### src/rtl/alu_arbiter.sv
// alu_arbiter: shares one combinational ALU between two valid/ready requesters, driving the ALU from registers.
// Define ALU_ARB_RR_EN for round-robin tie-breaking; otherwise port 0 always wins ties.
module alu_arbiter #(
   parameter int DW  = 8,
   parameter int OPW = 3
) (
   input  logic            clk,
   input  logic            rst,
   input  logic            req0_valid,
   input  logic            req1_valid,
   output logic            req0_ready,
   output logic            req1_ready,
   input  logic [DW-1:0]   req0_a,
   input  logic [DW-1:0]   req0_b,
   input  logic [DW-1:0]   req1_a,
   input  logic [DW-1:0]   req1_b,
   input  logic [OPW-1:0]  req0_op,
   input  logic [OPW-1:0]  req1_op,
   output logic            rsp0_valid,
   output logic            rsp1_valid,
   input  logic            rsp0_ready,
   input  logic            rsp1_ready,
   output logic [DW-1:0]   rsp_result,
   output logic [2*DW-1:0] rsp_mulresult,
   output logic            rsp_carry,
   output logic            rsp_zero,
   output logic [DW-1:0]   alu_a,
   output logic [DW-1:0]   alu_b,
   output logic [OPW-1:0]  alu_opcode,
   input  logic [DW-1:0]   alu_result,
   input  logic [2*DW-1:0] alu_mulresult,
   input  logic            alu_carry,
   input  logic            alu_zero,
   output logic            busy,
   output logic            grant_id
);

   typedef enum logic [1:0] {IDLE, EXEC, RESP} state_t;

   state_t            state_q, state_d;
   logic [DW-1:0]     a_q, a_d, b_q, b_d;
   logic [OPW-1:0]    op_q, op_d;
   logic              grant_q, grant_d;
   logic [DW-1:0]     res_q, res_d;
   logic [2*DW-1:0]   mul_q, mul_d;
   logic              carry_q, carry_d;
   logic              zero_q, zero_d;
   logic              win1;
   logic              rspDone;

   assign rspDone = (state_q == RESP) && (grant_q ? rsp1_ready : rsp0_ready);

`ifdef ALU_ARB_RR_EN
   logic last_q, last_d;

   // On a tie the port that was not served last wins.
   assign win1 = req1_valid && (!req0_valid || !last_q);

   always_comb begin
      last_d = last_q;
      if (rspDone) last_d = grant_q;
   end

   always_ff @(posedge clk or posedge rst) begin
      if (rst) last_q <= 1'b1;
      else     last_q <= last_d;
   end
`else
   assign win1 = req1_valid && !req0_valid;
`endif

   always_comb begin
      state_d    = state_q;
      a_d        = a_q;
      b_d        = b_q;
      op_d       = op_q;
      grant_d    = grant_q;
      res_d      = res_q;
      mul_d      = mul_q;
      carry_d    = carry_q;
      zero_d     = zero_q;
      req0_ready = 1'b0;
      req1_ready = 1'b0;
      rsp0_valid = 1'b0;
      rsp1_valid = 1'b0;
      case (state_q)
         IDLE: begin
            if (req0_valid || req1_valid) begin
               req0_ready = !win1;
               req1_ready = win1;
               grant_d    = win1;
               a_d        = win1 ? req1_a  : req0_a;
               b_d        = win1 ? req1_b  : req0_b;
               op_d       = win1 ? req1_op : req0_op;
               state_d    = EXEC;
            end
         end
         EXEC: begin
            res_d   = alu_result;
            mul_d   = alu_mulresult;
            carry_d = alu_carry;
            zero_d  = alu_zero;
            state_d = RESP;
         end
         RESP: begin
            rsp0_valid = !grant_q;
            rsp1_valid = grant_q;
            if (rspDone) state_d = IDLE;
         end
         default: state_d = IDLE;
      endcase
   end

   always_ff @(posedge clk or posedge rst) begin
      if (rst) begin
         state_q <= IDLE;
         a_q     <= '0;
         b_q     <= '0;
         op_q    <= '0;
         grant_q <= 1'b0;
         res_q   <= '0;
         mul_q   <= '0;
         carry_q <= 1'b0;
         zero_q  <= 1'b0;
      end else begin
         state_q <= state_d;
         a_q     <= a_d;
         b_q     <= b_d;
         op_q    <= op_d;
         grant_q <= grant_d;
         res_q   <= res_d;
         mul_q   <= mul_d;
         carry_q <= carry_d;
         zero_q  <= zero_d;
      end
   end

   assign alu_a         = a_q;
   assign alu_b         = b_q;
   assign alu_opcode    = op_q;
   assign rsp_result    = res_q;
   assign rsp_mulresult = mul_q;
   assign rsp_carry     = carry_q;
   assign rsp_zero      = zero_q;
   assign busy          = (state_q != IDLE);
   assign grant_id      = grant_q;

endmodule

### config.mk
export PLATFORM = sky130hd
export DESIGN_NAME = alu_arbiter
export DESIGN_NICKNAME = d
export VERILOG_FILES = /design/src/rtl/alu_arbiter.sv
export SDC_FILE = /design/constraint.sdc
export NUM_CORES = 1
export LEC_CHECK = 0
export ABC_CLOCK_PERIOD_IN_PS = 1200
export BUFFER_PORTS_ARGS = -buffer_cell sky130_fd_sc_hd__buf_4
export CAP_MARGIN = 20
export CORE_MARGIN = 1.5
export CORE_UTILIZATION = 35
export CTS_CLUSTER_SIZE = 30
export DETAILED_ROUTE_END_ITERATION = 10
export PLACE_DENSITY = 0.79
export SLEW_MARGIN = 30
export SYNTH_ARGS = -nofsm -noshare
export SYNTH_HDL_FRONTEND = slang
export SYNTH_SLANG_ARGS = --single-unit
### constraint.sdc
create_clock -name clk -period 1.2 [get_ports clk]
set_input_delay 0.12 -clock clk [delete_from_list [all_inputs] [get_ports clk]]
set_output_delay 0.12 -clock clk [all_outputs]
set_load 0.01 [all_outputs]
==> results.sh <==
export IMPL_status="finished with violations"
export IMPL_violations="negative setup slack"
export IMPL_slowest_delay_ps=440
export IMPL_ys_seq_area_share_pct=54.2
export IMPL_p_sw_share_pct=30.6
export IMPL_grt_pass1_wl_um=7670
export IMPL_drive_gt1_share_pct=80.3
export IMPL_worstPathArrival_ps=1580
export IMPL_setup_viol=50
export IMPL_worstPathMaxFanout=7
export IMPL_drt_first_pass_iters=3
export IMPL_overflow=0
export IMPL_critPathCaptureType="register"
export IMPL_dp_hpwl_um=3560
export IMPL_synth_top_area_cell="dfrtp_1"
export IMPL_finalCriticalPeriod_ps=1390
export IMPL_final_fill_count=473
export IMPL_hold_depth=2
export IMPL_gp_congestion=0.763
export IMPL_cp_required_ps=1380
export IMPL_synthToLayoutAreaGrowth_pct=66.6
export IMPL_crit_cells=4
export IMPL_wirelength_um=5330
export IMPL_core_area_mm2=0.00603
export IMPL_power_density_mw_per_mm2=2580
export IMPL_setup_ws_ps=-193
export IMPL_skew_ps=7.33
export IMPL_worstSetupStartpointType="register"
export IMPL_synth_flop_cell="dfrtp_1"
export IMPL_p_seq_share_pct=31.2
export IMPL_synth_nets=205
export IMPL_yosysMostFrequentCell="dfrtp_1"
export IMPL_drv_cap=0
export IMPL_clock_root_buffer="clkbuf_8"
export IMPL_synth_async_reset_ratio_pct=100
export IMPL_max_slew_margin_rel_pct=72.7
export IMPL_cp_slowest_cell="dfrtp_1"
export IMPL_cts_tree="done"
export IMPL_synth_area_leaders="dfrtp_1, mux2_4, mux2_1, mux2_2, buf_4"
export IMPL_peakVddDrop_v=0.00127
export IMPL_clockBufferDepth=2
export IMPL_synth_avg_cell_area_um2=16.4
export IMPL_core_rowCount=28
export IMPL_post_place_ws_ps=-135
export IMPL_tightest_slew_ps=409
export IMPL_path_clk_slew_ps=90
export IMPL_numClockSinks=48
export IMPL_slew_violations=0
export IMPL_path_cells="buf_6 -> nand2b_4 -> clkbuf_16 -> mux2_4"
export IMPL_synth_edf_count=0
export IMPL_ios=121
export IMPL_initial_core_util_pct=36.8
export IMPL_yosys_register_bits=48
export IMPL_cell_internal_pwr_mw=6.62
export IMPL_antenna_found_initial=0
export IMPL_post_drt_wl_per_cell_um=15.3
export IMPL_drc_errors=0
export IMPL_die_area_mm2=0.00681
export IMPL_drtIter0Drc=17
export IMPL_critical_path_top_delay_family="flip-flops"
export IMPL_synthCells=135
export IMPL_cts_buffers=5
export IMPL_reg2regPathDepth=4
export IMPL_globalRouteTotalUtil_pct=15.2
export IMPL_p_clk_share_pct=12.2
export IMPL_clk_latency_ps=300
export IMPL_yosys_warnings=0
export IMPL_port_buffers=120
export IMPL_viasPerCell=4.56
export IMPL_min_path_type="in2reg"
export IMPL_pwr_share_comb_pct=56.6
export IMPL_finalCritPeriodShare_pct=116
export IMPL_die_h_um=82.5
export IMPL_yosysTopAreaCellShare_pct=54.2
export IMPL_diodes=0
export IMPL_crit_buf_inv=2
export IMPL_power_switching_mw=2.91
export IMPL_path_class="reg2reg"
export IMPL_ys_top_cells_by_count="dfrtp_1, mux2_4, mux2_1"
export IMPL_clock_fmax_mhz=718
export IMPL_grt_max_degree=49
export IMPL_htreeDepth=2
export IMPL_fin_nets=343
export IMPL_grt_pass1_vias=1678
export IMPL_syn_area_mm2=0.00221
export IMPL_routed_via_count=1593
export IMPL_post_route_util_pct=61.2
export IMPL_hold_viol=0
export IMPL_rsz0062_at_grt="yes"
export IMPL_antenna_left=0
export IMPL_p_leak_nw=1.94
export IMPL_synth_cell_types=15
export IMPL_fp_dieW_um=82.5
==> per-stage QoR <==
| stage | instance area, um^2 | power, mW | hold WS [ps] | TNS (ps) | std cells |
|---|---|---|---|---|---|
| after floorplan | 2240 | 5.19 | 150 | -1400 | 135 |
| after global placement | 3260 | 7.00 | 205 | -1990 | 332 |
| after detailed placement | 3260 | 7.11 | 208 | -2510 | 332 |
| after CTS | 3560 | 9.14 | 34.8 | -6170 | 347 |
| after global routing | 3690 | 10.1 | 40.2 | -9210 | 349 |
| final | 3690 | 9.53 | 49.2 | -7420 | 349 |
==> layout by cell type, fill, tap and decap left out <==
master         instances
buf_4                122
mux2_4                64
dfrtp_1               48
buf_6                  8
clkbuf_8               5
nand2b_4               3
buf_12                 3
nor2_4                 2
nor2_1                 2
clkinvlp_4             2
buf_16                 2
clkbuf_16              2
o21a_4                 1
mux2_2                 1
o21ai_0                1
inv_4                  1
inv_1                  1
nor2_2                 1
and2_4                 1
a21oi_1                1
bufinv_16              1
clkinv_2               1
dlygate4sd3_1          1
==> layout make-up <==
cell class / instances / area (um^2) / area share [%]
clock buffers: 5 / 68.8 / 1.87
clock inverters: 3 / 42.5 / 1.15
flip-flops and latches: 48 / 1200 / 32.6
repair buffers: 138 / 1180 / 32.0
well taps: 75 / 93.8 / 2.54
inverters: 3 / 17.5 / 0.475
multi-input cells: 77 / 1080 / 29.4
==> flip-flops by register name, indices dropped and copies added, names as in the netlist, 2 cells and up <==
signal         cells
state_q            2
rsp_result         8
alu_opcode         3
rsp_mulresult     16
alu_a              8
alu_b              8
==> logic make-up (layout without fill, tap and decap cells) <==
family / Yosys count / after routing / synth area share [%]
buf+inv: 10 / 149 / 3.11
mux: 65 / 65 / 39.5
compound gates: 3 / 3 / 0.847
simple gates: 9 / 9 / 2.32
flops: 48 / 48 / 54.2
==> path summary, 6_finish.rpt <==
check	end	from	slack, ps
min reg2reg	alu_a[1]$_DFFE_PP0P_	alu_a[1]$_DFFE_PP0P_	510
max reg2reg	rsp_mulresult[11]$_DFFE_PP0N_	state_q[1]$_DFFE_PP0P_	-190
min	rsp_mulresult[1]$_DFFE_PP0N_	alu_mulresult[1]	50
max in group asynchronous	alu_a[4]$_DFFE_PP0P_	rst	550
max	rsp_mulresult[11]$_DFFE_PP0N_	state_q[1]$_DFFE_PP0P_	-190
min in group asynchronous	rsp_mulresult[0]$_DFFE_PP0N_	rst	430
==> per-layer routing <==
| layer | global-route usage (%) | routed length, um | vias up |
|---|---|---|---|
| met5 | 0 | 0 | - |
| met4 | 5.33 | 102 | 0 |
| met3 | 4.29 | 367 | 10 |
| met2 | 27.6 | 2830 | 79 |
| met1 | 16.8 | 2030 | 759 |
| li1 | - | - | 745 |
==> worst reg2reg max path, cell delays in order, from the launching register on <==
cell and delay [ps]:
dfrtp_1 440, buf_6 140, nand2b_4 200, clkbuf_16 200, mux2_4 300
==> timing repair <==
action,CTS,global route
setup buffers,4,0
gates cloned,2,2
endpoints found under the setup margin,50,50
hold buffers,1,0
gates resized for setup,26,20
pin swaps,4,2
hold endpoints to repair,48,0
==> power by group through the flow <==
stage	clock, mW	sequential (mW)	combinational (mW)
4_1_cts	1.20	2.94	5.01
6_report	1.16	2.98	5.39
3_5_place_dp	0	2.94	4.17
2_1_floorplan	0	3.29	1.90
5_1_grt	1.25	3.08	5.74
3_3_place_gp	0	2.94	4.07
Note: power is estimated with default switching activity, not from simulation.
